--- src/rtl/ir_prefetch_dispatch_if.sv ---
`default_nettype none
// +----------------------------------------------------------------------------+
// | ir_prefetch_dispatch_if : fetch/IR/dispatch bus for ir_prefetch_dispatch   |
// | Rev 1.0                                                                    |
// +----------------------------------------------------------------------------+
interface ir_prefetch_dispatch_if #(
    parameter int DEPTH   = 4,
    parameter int IR_W    = 13,
    parameter int DRAM_W  = 15,
    parameter int DRAM_AW = 9
);
    localparam int CW = $clog2(DEPTH + 1);

    logic               wrValid;
    logic               wrReady;
    logic [0:IR_W-1]    wrData;
    logic               flush;
    logic               loadIR;
    logic               busy;
    logic               irValid;
    logic [0:IR_W-1]    IR;
    logic [0:3]         AC;
    logic               jrst0;
    logic [0:DRAM_AW-1] dramAddr;
    logic [0:DRAM_W-1]  dramData;
    logic               dramValid;
    logic [0:2]         dramA;
    logic [0:2]         dramB;
    logic [0:3]         dramJ;
    logic               dramParErr;
    logic               cfgWr;
    logic [1:0]         cfgData;
    logic [CW-1:0]      count;

    modport master (
        output wrValid, wrData, flush, loadIR, dramData, cfgWr, cfgData,
        input  wrReady, busy, irValid, IR, AC, jrst0, dramAddr, dramValid,
               dramA, dramB, dramJ, dramParErr, count
    );

    modport slave (
        input  wrValid, wrData, flush, loadIR, dramData, cfgWr, cfgData,
        output wrReady, busy, irValid, IR, AC, jrst0, dramAddr, dramValid,
               dramA, dramB, dramJ, dramParErr, count
    );
endinterface
`default_nettype wire

--- src/rtl/ir_prefetch_dispatch.sv ---
`default_nettype none
// +----------------------------------------------------------------------------+
// | ir_prefetch_dispatch : prefetch queue -> IR/AC -> 2-cycle DRAM dispatch    |
// | Optional diagnostic read port enabled by macro IR_DIAG_EN.   Rev 1.0       |
// +----------------------------------------------------------------------------+
module ir_prefetch_dispatch #(
    parameter int DEPTH   = 4,
    parameter int IR_W    = 13,
    parameter int DRAM_W  = 15,
    parameter int DRAM_AW = 9
) (
    input  wire logic             clk,
    input  wire logic             reset,
    ir_prefetch_dispatch_if.slave bus
`ifdef IR_DIAG_EN
    ,
    input  wire logic [2:0]       diagSel,
    input  wire logic             diagRd,
    output wire logic [0:5]       diagData
`endif
);
    localparam int PW = $clog2(DEPTH);
    localparam int CW = $clog2(DEPTH + 1);

    typedef enum logic [1:0] {
        S_IDLE  = 2'd0,
        S_ADDR  = 2'd1,
        S_LATCH = 2'd2
    } state_t;

    logic [0:IR_W-1]    mem_q [DEPTH];
    logic [PW-1:0]      wptr_q, rptr_q;
    logic [CW-1:0]      count_q, count_d;
    logic               wrReady_q;
    state_t             state_q;
    logic               busy_q, irValid_q, dramValid_q, parErr_q;
    logic [0:IR_W-1]    ir_q;
    logic [0:3]         ac_q;
    logic [0:DRAM_AW-1] dramAddr_q;
    logic [0:2]         dramA_q, dramB_q;
    logic [0:3]         dramJ_q;
    logic               enIO_q, enAC_q;

    logic               w_push, w_pop, w_jrst0;
    logic [0:IR_W-1]    w_head;
    logic [0:8]         w_addr;

    assign w_push  = bus.wrValid & wrReady_q;
    assign w_pop   = bus.loadIR & (count_q != '0) & (state_q == S_IDLE);
    assign w_head  = mem_q[rptr_q];
    assign count_d = count_q + CW'(w_push) - CW'(w_pop);
    assign w_jrst0 = (ir_q[0:8] == 9'o254) && (ir_q[9:12] == 4'd0);

    // I/O opcodes fold the device field into a compact 0o7xx dispatch region.
    always_comb begin
        w_addr = w_head[0:8];
        if (enIO_q && (w_head[0:2] == 3'b111))
            w_addr = {3'b111, w_head[7:9] | {3{&w_head[3:6]}}, w_head[10:12]};
    end

    always_ff @(posedge clk) begin
        if (w_push && !bus.flush)
            mem_q[wptr_q] <= bus.wrData;
    end

    always_ff @(posedge clk or posedge reset) begin
        if (reset) begin
            wptr_q      <= '0;
            rptr_q      <= '0;
            count_q     <= '0;
            wrReady_q   <= 1'b1;
            state_q     <= S_IDLE;
            busy_q      <= 1'b0;
            irValid_q   <= 1'b0;
            dramValid_q <= 1'b0;
            parErr_q    <= 1'b0;
            ir_q        <= '0;
            ac_q        <= '0;
            dramAddr_q  <= '0;
            dramA_q     <= '0;
            dramB_q     <= '0;
            dramJ_q     <= '0;
            enIO_q      <= 1'b0;
            enAC_q      <= 1'b0;
        end else begin
            if (bus.cfgWr)
                {enIO_q, enAC_q} <= bus.cfgData;
            if (bus.flush) begin
                wptr_q      <= '0;
                rptr_q      <= '0;
                count_q     <= '0;
                wrReady_q   <= 1'b1;
                state_q     <= S_IDLE;
                busy_q      <= 1'b0;
                irValid_q   <= 1'b0;
                dramValid_q <= 1'b0;
                parErr_q    <= 1'b0;
            end else begin
                wptr_q    <= wptr_q + PW'(w_push);
                rptr_q    <= rptr_q + PW'(w_pop);
                count_q   <= count_d;
                wrReady_q <= (count_d != CW'(DEPTH));
                case (state_q)
                    S_IDLE: begin
                        if (w_pop) begin
                            ir_q        <= w_head;
                            ac_q        <= enAC_q ? w_head[9:12] : 4'd0;
                            irValid_q   <= 1'b1;
                            dramValid_q <= 1'b0;
                            dramAddr_q  <= DRAM_AW'(w_addr);
                            busy_q      <= 1'b1;
                            state_q     <= S_ADDR;
                        end
                    end
                    S_ADDR: state_q <= S_LATCH;
                    S_LATCH: begin
                        dramA_q     <= bus.dramData[0:2];
                        dramB_q     <= bus.dramData[3:5];
                        // JRST dispatches on its AC field instead of the DRAM J bits.
                        dramJ_q     <= (ir_q[0:8] == 9'o254) ? ir_q[9:12] : bus.dramData[7:10];
                        parErr_q    <= parErr_q | ~^bus.dramData;
                        dramValid_q <= 1'b1;
                        busy_q      <= 1'b0;
                        state_q     <= S_IDLE;
                    end
                    default: state_q <= S_IDLE;
                endcase
            end
        end
    end

    assign bus.wrReady    = wrReady_q;
    assign bus.busy       = busy_q;
    assign bus.irValid    = irValid_q;
    assign bus.IR         = ir_q;
    assign bus.AC         = ac_q;
    assign bus.jrst0      = w_jrst0;
    assign bus.dramAddr   = dramAddr_q;
    assign bus.dramValid  = dramValid_q;
    assign bus.dramA      = dramA_q;
    assign bus.dramB      = dramB_q;
    assign bus.dramJ      = dramJ_q;
    assign bus.dramParErr = parErr_q;
    assign bus.count      = count_q;

`ifdef IR_DIAG_EN
    logic [0:5] w_diag;
    logic [2:0] w_cnt3;
    assign w_cnt3 = 3'(count_q);

    always_comb begin
        w_diag = '0;
        case (diagSel)
            3'd0:    w_diag = {w_cnt3, dramAddr_q[0:2]};
            3'd1:    w_diag = dramAddr_q[3:8];
            3'd2:    w_diag = {enIO_q, enAC_q, ac_q};
            3'd3:    w_diag = {dramA_q, dramB_q};
            3'd4:    w_diag = {dramValid_q, w_jrst0, dramJ_q};
            3'd5:    w_diag = {parErr_q, irValid_q, busy_q, 2'(state_q), wrReady_q};
            default: w_diag = '0;
        endcase
    end

    assign diagData = diagRd ? w_diag : 'z;
`endif
endmodule
`default_nettype wire

--- src/flat_wrapper.sv ---
// flat-port wrapper written by rule: the top's interface ports become plain ports
module ir_prefetch_dispatch_flat 
#(
    parameter int DEPTH   = 4,
    parameter int IR_W    = 13,
    parameter int DRAM_W  = 15,
    parameter int DRAM_AW = 9
)
  (clk, reset, bus_wrValid, bus_wrData, bus_flush, bus_loadIR, bus_dramData, bus_cfgWr, bus_cfgData, bus_wrReady, bus_busy, bus_irValid, bus_IR, bus_AC, bus_jrst0, bus_dramAddr, bus_dramValid, bus_dramA, bus_dramB, bus_dramJ, bus_dramParErr, bus_count);
  ir_prefetch_dispatch_if #(.DEPTH(DEPTH), .IR_W(IR_W), .DRAM_W(DRAM_W), .DRAM_AW(DRAM_AW)) bus_i ();
  input  wire logic clk;
  input  wire logic reset;
  input wire logic [$bits(bus_i.wrValid)-1:0] bus_wrValid;
  input wire logic [$bits(bus_i.wrData)-1:0] bus_wrData;
  input wire logic [$bits(bus_i.flush)-1:0] bus_flush;
  input wire logic [$bits(bus_i.loadIR)-1:0] bus_loadIR;
  input wire logic [$bits(bus_i.dramData)-1:0] bus_dramData;
  input wire logic [$bits(bus_i.cfgWr)-1:0] bus_cfgWr;
  input wire logic [$bits(bus_i.cfgData)-1:0] bus_cfgData;
  output wire logic [$bits(bus_i.wrReady)-1:0] bus_wrReady;
  output wire logic [$bits(bus_i.busy)-1:0] bus_busy;
  output wire logic [$bits(bus_i.irValid)-1:0] bus_irValid;
  output wire logic [$bits(bus_i.IR)-1:0] bus_IR;
  output wire logic [$bits(bus_i.AC)-1:0] bus_AC;
  output wire logic [$bits(bus_i.jrst0)-1:0] bus_jrst0;
  output wire logic [$bits(bus_i.dramAddr)-1:0] bus_dramAddr;
  output wire logic [$bits(bus_i.dramValid)-1:0] bus_dramValid;
  output wire logic [$bits(bus_i.dramA)-1:0] bus_dramA;
  output wire logic [$bits(bus_i.dramB)-1:0] bus_dramB;
  output wire logic [$bits(bus_i.dramJ)-1:0] bus_dramJ;
  output wire logic [$bits(bus_i.dramParErr)-1:0] bus_dramParErr;
  output wire logic [$bits(bus_i.count)-1:0] bus_count;
  assign bus_i.wrValid = bus_wrValid;
  assign bus_i.wrData = bus_wrData;
  assign bus_i.flush = bus_flush;
  assign bus_i.loadIR = bus_loadIR;
  assign bus_i.dramData = bus_dramData;
  assign bus_i.cfgWr = bus_cfgWr;
  assign bus_i.cfgData = bus_cfgData;
  assign bus_wrReady = bus_i.wrReady;
  assign bus_busy = bus_i.busy;
  assign bus_irValid = bus_i.irValid;
  assign bus_IR = bus_i.IR;
  assign bus_AC = bus_i.AC;
  assign bus_jrst0 = bus_i.jrst0;
  assign bus_dramAddr = bus_i.dramAddr;
  assign bus_dramValid = bus_i.dramValid;
  assign bus_dramA = bus_i.dramA;
  assign bus_dramB = bus_i.dramB;
  assign bus_dramJ = bus_i.dramJ;
  assign bus_dramParErr = bus_i.dramParErr;
  assign bus_count = bus_i.count;
  ir_prefetch_dispatch #(.DEPTH(DEPTH), .IR_W(IR_W), .DRAM_W(DRAM_W), .DRAM_AW(DRAM_AW)) u_core (.clk(clk), .reset(reset), .bus(bus_i));
endmodule
--- config.mk ---
export PLATFORM = sky130hd
export DESIGN_NAME = ir_prefetch_dispatch_flat
export DESIGN_NICKNAME = d
export VERILOG_FILES = /design/src/rtl/ir_prefetch_dispatch_if.sv /design/src/rtl/ir_prefetch_dispatch.sv /design/src/flat_wrapper.sv
export SDC_FILE = /design/constraint.sdc
export NUM_CORES = 1
export LEC_CHECK = 0
export ABC_AREA = 1
export BUFFER_PORTS_ARGS = -buffer_cell sky130_fd_sc_hd__buf_4
export CORE_MARGIN = 1.5
export CORE_UTILIZATION = 45
export DETAILED_ROUTE_END_ITERATION = 12
export PLACE_DENSITY = 0.69
export SLEW_MARGIN = 20
export SYNTH_ARGS = -nofsm -noshare
export SYNTH_HDL_FRONTEND = slang
export SYNTH_SLANG_ARGS = --single-unit
--- constraint.sdc ---
create_clock -name clk -period 1.9 [get_ports clk]
set_input_delay 0.19 -clock clk [delete_from_list [all_inputs] [get_ports clk]]
set_output_delay 0.19 -clock clk [all_outputs]
set_load 0.02 [all_outputs]
==> flow_metrics.tcl, run 1 <==
set metrics [dict create \
    core_area_um2 9820 \
    final.min_clock_period_ps 2020 \
    finalNetCount 633 \
    dp_cells 697 \
    postRouteAntennaNets 0 \
    power.density_nw_per_um2 1320 \
    power_mw 7.64 \
    async_reset_ff_frac 0.500 \
    min_path_type "input port to register" \
    synth_cell_types 31 \
    setup_viol 3 \
    synth_top_area_frac 0.341 \
    finalMaxSlewViolations 0 \
    grt_max_degree 39 \
    multi_input_area_um2 1450 \
    cp_common_cell "inv_2" \
    r2r_start "u_core.bus.count[2]" \
    worst-slew-pin-transition_ps 330 \
    fp.dieW_um 104 \
    die_y_um 104 \
    yosysWarnings 0 \
    hp-start "bus_cfgData[1]" \
    rr_worst_depth 12 \
    clk_path_buf_depth 2 \
    synth_cells 480 \
    setup-tns-final_ps -195 \
    start_util 0.466 \
    htree_levels 3 \
    post-dp-hpwl_um 6830 \
    design_area_um2 5800 \
    drive_gt1_frac 0.235 \
    clock-sinks 104 \
    fin_cells 730 \
    critPathCaptureType "register" \
    timing.rr.end "u_core.bus.wrReady" \
    row_count 36 \
    clk_latency_ps 380 \
    cp_max_fo 2 \
    initialDrtViolationCount 123 \
    io_buffers 80 \
    slowest_stage "dfrtp_2" \
    final.setup_skew_ps 14.2 \
    cts_root_buf "clkbuf_8" \
    syn_area_um2 4580 \
    overflow 0 \
    synth_seq_cells 104 \
    synth_top_cell_by_area "edfxtp_1" \
    wirelength_um 9590 \
    final-seq-area_um2 2870 \
    fin_crit_sh 1.06 \
    area_growth_syn_to_layout_pct 26.6 \
    dr.pass1.iters 6 \
    seq_area_frac_synth 0.626 \
    slew_headroom 0.780 \
    cp-start-kind "register" \
    vias 3544 \
    synth-edff-count 52 \
    power.leakage_nw 2.78 \
    antenna_found_initial 0 \
    critical_path_class "register to register" \
    num_io_pins 81 \
    avgRoutedWirePerCell_um 13.1 \
    track_usage 0.188 \
    timing.final.hold_violations 0 \
    place_area_um2 5400 \
    worstPathRequired_ps 2200 \
    grt_pass1_wl_um 16100 \
    crit_arrival_ps 2330 \
    holdWs_ps 17.3 \
    crit_start "u_core.bus.count[2]" \
    fin_ws_ps -122 \
    dieArea_um2 10800 \
    drc_errors 0 \
    max_freq_mhz 495 \
    final_util 0.590 \
    finalWeightedCongestion 0.807 \
    max_stage_delay_ps 430 \
    synth-main-ff-cell "edfxtp_1" \
    grt_pass1_vias 3360 \
    syn_nets 521 \
    via_per_inst 4.85 \
    hold_path_end "u_core.enIO_q" \
    violations "setup timing" \
    reg2reg_slack_ps -120 \
    cts_buffers 9 \
    outcome "finished, violations left" \
    diodes 0 \
    crit_chain "inv_2, nand2_2, o21ai_2, nor3_2, ha_1, inv_1, ha_2, inv_2, fa_2, xor2_1, nor2_1, nand3_1" \
    pre_cts_ws_ps -169 \
    num-fill-cells 884 \
    maxCapViolCount 0 \
    postSynthAreaPerCell_um2 9.54 \
    holdPathStages 3 \
    synth_area_leaders "edfxtp_1, dfrtp_1, nand2_1, nand3_1, inv_1" \
    cts_tree "built" \
    rsz0062_at_grt "true" \
    peakVddDrop_uv 677 \
    clk_pin_slew_ps 120 \
]
-- placed cells by master (no fill, tap or decap), types with 2 or more instances in the layout --
| cell | instances |
|---|---|
| nand2_2 | 3 |
| nand4_1 | 4 |
| nor2_2 | 3 |
| nand3_1 | 44 |
| dfrtp_2 | 2 |
| inv_1 | 42 |
| nor3_2 | 2 |
| nor3_1 | 5 |
| o21ai_0 | 29 |
| dlygate4sd3_1 | 15 |
| inv_2 | 7 |
| clkinv_8 | 3 |
| dfrtp_1 | 49 |
| xnor2_1 | 2 |
| inv_6 | 2 |
| edfxtp_1 | 52 |
| o21ai_1 | 3 |
| a21oi_1 | 7 |
| ha_1 | 3 |
| buf_4 | 98 |
| clkbuf_8 | 9 |
| nand2_1 | 177 |
| o22a_1 | 2 |
| nor2_1 | 20 |
-- area by class of cell --
class | instances | area share
clock inverter | 7 | 0.0162
inverter | 50 | 0.0328
clock buffer | 9 | 0.0214
tap | 133 | 0.0287
timing repair buffer | 114 | 0.156
multi-input combinational | 313 | 0.250
sequential | 104 | 0.494
-- synth_stat cells, types with 2 or more instances --
library cell,number
nor2_1,22
a21oi_1,7
buf_6,3
inv_2,3
ha_1,4
o21ai_0,29
buf_2,4
xnor2_1,2
nand2_1,178
nand2_2,2
o21ai_1,3
nand3_1,44
dfrtp_1,51
nand4_1,4
inv_1,46
nor3_1,7
edfxtp_1,52
buf_4,5
o22a_1,2
-- critical path: cells and delay by family, from the launching register on --
kind	cells	cell delay [ps]
adder cells (fa/ha/maj)	3	760
XOR/XNOR	1	150
AO/OA/AOI/OAI	1	140
buffers and inverters	3	160
AND/OR/NAND/NOR	4	330
flip-flops	1	430
-- registers in the layout, summed over array words and instances (netlist names), 2 cells and up --
register / flops
u_core.mem_q: 52
u_core.bus.count: 3
u_core.wptr_q: 2
u_core.bus.IR: 13
u_core.bus.dramJ: 4
u_core.rptr_q: 2
u_core.state_q: 2
u_core.bus.dramAddr: 9
u_core.bus.dramB: 3
u_core.bus.dramA: 3
u_core.bus.AC: 4
-- worst max path at each step --
stage | endpoint | slack, ps
4_1_cts | u_core.bus.wrReady | -170
5_1_grt | u_core.bus.wrReady | -250
3_5_place_dp | u_core.bus.wrReady | -170
2_1_floorplan | u_core.mem_q[0][0] | -240
6_report | u_core.bus.wrReady | -120
3_3_place_gp | u_core.bus.wrReady | -90
-- timing repair --
item,in CTS,in global routing
setup buffers,1,1
pin swaps,5,4
cloned,0,0
endpoints found under the setup margin,3,4
endpoints found under the hold margin,32,24
hold buffers,8,7
gates resized for setup,4,5
-- layer usage --
metal  GRT usage  vias up  wire length [µm]
met3      0.0395        7               435
met2       0.303       94              4580
met1       0.254     1662              4480
met4      0.0635        0                84
met5           0        -                 0
li1            -     1781                 -
-- report_power, final --
group | total [mW] | switching (mW) | internal, mW
clock network | 1.43 | 0.887 | 0.546
registers | 3.24 | 0.339 | 2.90
logic | 2.97 | 1.79 | 1.18
-- cells by family (layout without fill, tap and decap cells) --
| logic type | after synthesis | count (layout) | share of synthesized area |
|---|---|---|---|
| DFF | 104 | 104 | 0.626 |
| AOI/OAI and AO/OA | 43 | 43 | 0.0500 |
| adders and majority gates | 5 | 5 | 0.0153 |
| and+or+nand+nor | 262 | 262 | 0.241 |
| xor gates and xnor gates | 3 | 3 | 0.00574 |
| buffers and inverters | 63 | 180 | 0.0623 |
(Power assumes the default switching activity.)
==> inputs of run 2 (changes only) <==
- REMOVE_ABC_BUFFERS: not set -> 1
==> run 2 against run 1 <==
Against the previous run: the flow still finishes with violations (setup timing); routed wire length grew 1.6%; design area decreased by 2.8%; first-iteration DRC count increased by 15%; fmax increased by 0.93%; via count decreased by 2.8%; hold slack about the same; cell count shrank 2.1%; clock power decreased by 3%; global-route usage rose by 0.38 points; count of clock-buffer cells in the layout stayed put; non-clock buffer count down 15.
==> flow_metrics.tcl, run 2 (synthesis results as in run 1) <==
set metrics [dict create \
    rsz0062_at_grt "true" \
    initialDrtViolationCount 142 \
    setup_viol 3 \
    post-dp-hpwl_um 7090 \
    dieArea_um2 10800 \
    holdWs_ps 17.2 \
    min_path_type "input port to register" \
    timing.rr.end "u_core.bus.wrReady" \
    num_io_pins 81 \
    final.min_clock_period_ps 2000 \
    grt_max_degree 34 \
    crit_arrival_ps 2310 \
    design_area_um2 5640 \
    finalMaxSlewViolations 0 \
    max_stage_delay_ps 400 \
    p_sw_mw 2.97 \
    crit_family "adder cells" \
    finalNetCount 618 \
    top_register "u_core.mem_q" \
    htree_levels 3 \
    drc_errors 0 \
    grt_pass1_wl_um 16600 \
    peakVddDrop_uv 543 \
    row_count 36 \
    core_area_um2 9820 \
    cts_tree "built" \
    holdPathStages 1 \
    seq_power_share 0.430 \
    hold_path_end "u_core.mem_q[2][11]" \
    cp_max_fo 2 \
    grt_pass1_vias 3396 \
    crit_buf_inv 3 \
    die_y_um 104 \
    timing.final.hold_violations 0 \
    fp.dieW_um 104 \
    violations "setup timing" \
    critPathCaptureType "register" \
    largest_register_ffs 52 \
    via_per_inst 4.82 \
    slew_headroom 0.640 \
    antenna_found_initial 0 \
    worstPathRequired_ps 2210 \
    fin_ws_ps -103 \
    slowest_stage "dfrtp_1" \
    most-common-layout-cells "nand2_1, buf_4, edfxtp_1" \
    fin_crit_sh 1.05 \
    dr.pass1.iters 4 \
    fin_cells 715 \
    place_area_um2 5380 \
    clock-sinks 104 \
    final.setup_skew_ps 16.4 \
    reg2reg_slack_ps -100 \
    cts_root_buf "clkbuf_8" \
    clk_pin_slew_ps 110 \
    final_common_cell "nand2_1" \
    diodes 0 \
    worst-slew-pin-transition_ps 540 \
    wirelength_um 9740 \
    drive_gt1_frac 0.225 \
    overflow 0 \
    area_growth_syn_to_layout_pct 23.1 \
    cp-start-kind "register" \
    rr_worst_depth 12 \
    crit_chain "inv_1, nand2_2, o21ai_2, nor3_2, ha_1, inv_1, ha_1, inv_1, fa_2, xor2_1, nor2_1, nand3_1" \
    clk_path_buf_depth 2 \
    share_comb_of_total_power 0.386 \
    clk_latency_ps 370 \
    power.density_nw_per_um2 1340 \
    start_util 0.466 \
    intPower_mw 4.56 \
    maxCapViolCount 0 \
    vias 3443 \
    dp_cells 696 \
    postRouteAntennaNets 0 \
    critical_path_class "register to register" \
    track_usage 0.192 \
    power.leakage_nw 2.71 \
    finalWeightedCongestion 0.756 \
    cp_common_cell "inv_1" \
    p_clk_frac 0.184 \
    r2r_start "u_core.bus.count[2]" \
    setup-tns-final_ps -137 \
    avgRoutedWirePerCell_um 13.6 \
    switching_share 0.395 \
    cts_buffers 9 \
    max_freq_mhz 499 \
    outcome "finished, violations left" \
    hp-start "bus_wrData[11]" \
    io_buffers 80 \
]
==> run 2: cell types whose count changed in the layout (fill, tap and decap cells not counted), sizes merged <==
cell / before / now
clkinv: 3 / 2
buf: 99 / 96
dlygate4sd3: 15 / 3
inv: 54 / 55
==> run 2: through the flow <==
| step | power, mW | setup slack (ps) | util |
|---|---|---|---|
| 2_1_floorplan | 4.91 | -253 | - |
| 3_3_place_gp | 6.10 | -111 | 0.548 |
| 3_5_place_dp | 6.18 | -203 | 0.548 |
| 4_1_cts | 7.59 | -161 | 0.573 |
| 5_1_grt | 8.04 | -253 | 0.574 |
| 6_report | 7.53 | -103 | 0.574 |
==> run 2: power groups by stage <==
stage,clock network [mW],registers [mW],logic (mW)
finish,1.39,3.24,2.91
global route,1.51,3.31,3.23
CTS,1.42,3.24,2.92
floorplan,0,3.79,1.12
detailed placement,0,3.28,2.90
global placement,0,3.26,2.84
==> run 2: area by class of cell <==
type | instances | area, µm²
Tap cell | 133 | 166
Fill cell | 902 | 4180
Inverter | 50 | 190
Sequential cell | 104 | 2860
Timing Repair Buffer | 99 | 763
Clock buffer | 9 | 124
Multi-Input combinational cell | 313 | 1450
Clock inverter | 7 | 81.3
==> run 2: metal layers <==
metal  vias to the layer above  global-route usage  share of wire
li1                       1752                   -              -
met2                        87               0.310           0.46
met4                         0              0.0556         0.0065
met3                         7              0.0294          0.041
met1                      1597               0.269           0.49
met5                         -                   0              0
==> run 2: how the worst max path moves through the flow <==
stage	start	to	slack, ps	cells after the start
2_1_floorplan	u_core.bus.count[1]	u_core.bus.wrReady	-250	12
3_3_place_gp	u_core.bus.count[2]	u_core.bus.wrReady	-110	12
3_5_place_dp	u_core.bus.count[2]	u_core.bus.wrReady	-200	12
4_1_cts	u_core.bus.count[2]	u_core.bus.wrReady	-160	12
5_1_grt	u_core.bus.count[2]	u_core.bus.wrReady	-250	12
6_report	u_core.bus.count[2]	u_core.bus.wrReady	-100	12
==> run 2: timing repair <==
item,4_1_cts,5_1_grt
gates resized for setup,3,3
pin swaps,3,3
hold buffers,3,0
hold endpoints to repair,31,0
setup endpoints to repair,3,4
setup buffers,0,0
==> run 2: worst reg2reg max path: stages (launching register included) <==
cell     delay, ps
dfrtp_1        400
inv_1           70
nand2_2         60
o21ai_2        150
nor3_2          60
ha_1           260
inv_1           60
ha_1           140
inv_1           50
fa_2           330
xor2_1         160
nor2_1         130
nand3_1         90
==> inputs of run 3 (changes only) <==
- CORE_MARGIN: 1.5 -> not set
==> run 3 against run 2 <==
Against the previous run: non-clock buffer count increased by 8; flip-flop and latch count unchanged; the run still ends with setup timing left; register-to-register slack about the same; worst setup slack got worse by 11 ps; core utilization increased by 0.85 points; global-route usage is 0.27 points lower; largest cell class unchanged; clock skew about the same; via count up 0.41%; total power increased by 0.20%; cell count rose by 1.1%; design area rose by 1.5%; critical endpoint unchanged.
==> flow_metrics.tcl, run 3 (synthesis results as in run 1) <==
set metrics [dict create \
    p_clk_frac 0.182 \
    hp-start "bus_wrData[6]" \
    final_util 0.583 \
    violations "setup timing" \
    timing.rr.end "u_core.bus.wrReady" \
    start_util 0.466 \
    top_register "u_core.mem_q" \
    avgRoutedWirePerCell_um 13.1 \
    pre_cts_ws_ps -218 \
    cts_buffers 9 \
    grt_max_degree 53 \
    min_path_type "input port to register" \
    max_freq_mhz 496 \
    cp-start-kind "register" \
    worstPathRequired_ps 2210 \
    r2r_start "u_core.bus.count[1]" \
    peakVddDrop_uv 546 \
    crit_arrival_ps 2320 \
    dr.pass1.iters 6 \
    critical_path_class "register to register" \
    fp.dieW_um 103 \
    fin_crit_sh 1.06 \
    grt_pass1_vias 3184 \
    row_count 36 \
    finalNetCount 626 \
    antenna_found_initial 0 \
    fin_cells 723 \
    overflow 0 \
    switching_share 0.392 \
    clk_path_buf_depth 2 \
    holdPathStages 1 \
    slew_headroom 0.779 \
    share_comb_of_total_power 0.389 \
    fin_ws_ps -114 \
    post-dp-hpwl_um 6750 \
    holdWs_ps 14.5 \
    reg2reg_slack_ps -110 \
    final.min_clock_period_ps 2010 \
    drive_gt1_frac 0.227 \
    via_per_inst 4.78 \
    cp_max_fo 2 \
    initialDrtViolationCount 135 \
    io_buffers 80 \
    num_io_pins 81 \
    wirelength_um 9440 \
    diodes 0 \
    drc_errors 0 \
    cts_tree "built" \
    hold_path_end "u_core.mem_q[1][6]" \
    die_y_um 103 \
    setup-tns-final_ps -155 \
    maxCapViolCount 0 \
    critPathCaptureType "register" \
    worst-slew-pin-transition_ps 329 \
    seq_power_share 0.429 \
    setup_viol 3 \
    htree_levels 3 \
    cts_root_buf "clkbuf_8" \
    finalMaxSlewViolations 0 \
    outcome "finished, violations left" \
    intPower_mw 4.58 \
    dp_cells 697 \
    dieArea_um2 10600 \
    area_growth_syn_to_layout_pct 25.0 \
    vias 3457 \
    postRouteAntennaNets 0 \
    finalWeightedCongestion 0.764 \
    core_area_um2 9820 \
    rr_worst_depth 12 \
    power.leakage_nw 2.74 \
    clock-sinks 104 \
    track_usage 0.189 \
    clk_latency_ps 370 \
    largest_register_ffs 52 \
    power.density_nw_per_um2 1320 \
    final.setup_skew_ps 16.0 \
    final_common_cell "nand2_1" \
    most-common-layout-cells "nand2_1, buf_4, edfxtp_1" \
    num-fill-cells 867 \
    rsz0062_at_grt "true" \
    p_sw_mw 2.96 \
    clk_pin_slew_ps 110 \
    timing.final.hold_violations 0 \
    grt_pass1_wl_um 15000 \
]
## run 3: cell types whose count changed in the layout (fill, tap and decap cells not counted), moves of 2 or more
cell,delta
dlygate4sd3_1,+6
buf_4,+2
inv_1,-2
inv_2,+2
## run 3: worst max path at each step
| stage | end | startpoint | cells past startpoint |
|---|---|---|---|
| 5_1_grt | u_core.bus.wrReady | u_core.bus.count[1] | 12 |
| 6_report | u_core.bus.wrReady | u_core.bus.count[1] | 12 |
| 4_1_cts | u_core.bus.wrReady | u_core.bus.count[2] | 12 |
| 2_1_floorplan | u_core.bus.wrReady | u_core.bus.count[1] | 12 |
| 3_5_place_dp | u_core.bus.wrReady | u_core.bus.count[2] | 12 |
| 3_3_place_gp | u_core.bus.wrReady | u_core.bus.count[2] | 12 |
## run 3: power by group through the flow
stage | registers, mW | clock network, mW | logic, mW
6_report | 3.24 | 1.37 | 2.93
5_1_grt | 3.30 | 1.50 | 3.27
4_1_cts | 3.23 | 1.40 | 2.92
3_5_place_dp | 3.28 | 0 | 2.89
3_3_place_gp | 3.26 | 0 | 2.84
2_1_floorplan | 3.79 | 0 | 1.12
## run 3: worst max-delay path, stage by stage (launching register included)
cell and delay (ps):
dfrtp_1 390, inv_1 60, nand2_2 60, o21ai_4 160, nor3_4 50, ha_1 260
inv_1 60, ha_1 150, inv_2 40, fa_2 330, xor2_1 160, nor2_1 110
nand3_1 90
## run 3: repair_timing
item | 4_1_cts | 5_1_grt
endpoints found under the hold margin | 65 | 15
gates resized for setup | 3 | 6
setup endpoints to repair | 3 | 4
setup buffers | 0 | 1
hold buffers | 5 | 4
## run 3: area by class of cell
class,count,area [µm²],area share
inverters,50,190,0.0332
clock inverters,7,78.8,0.0138
well taps,133,166,0.0291
flip-flops and latches,104,2860,0.501
clock buffers,9,124,0.0216
repair buffers,107,838,0.147
multi-input cells,313,1460,0.255
## run 3: routing by layer
metal / vias up / GRT usage / routed length (µm)
met5: - / 0 / 0
met4: 0 / 0.0542 / 102
met3: 9 / 0.0427 / 553
met2: 82 / 0.317 / 4510
met1: 1596 / 0.247 / 4270
li1: 1770 / - / -
## run 3: metrics by stage
step / power (mW) / area (µm²)
2_1_floorplan: 4.91 / 4480
3_3_place_gp: 6.10 / 5390
4_1_cts: 7.55 / 5650
5_1_grt: 8.07 / 5720
3_5_place_dp: 6.16 / 5390
6_report: 7.54 / 5720
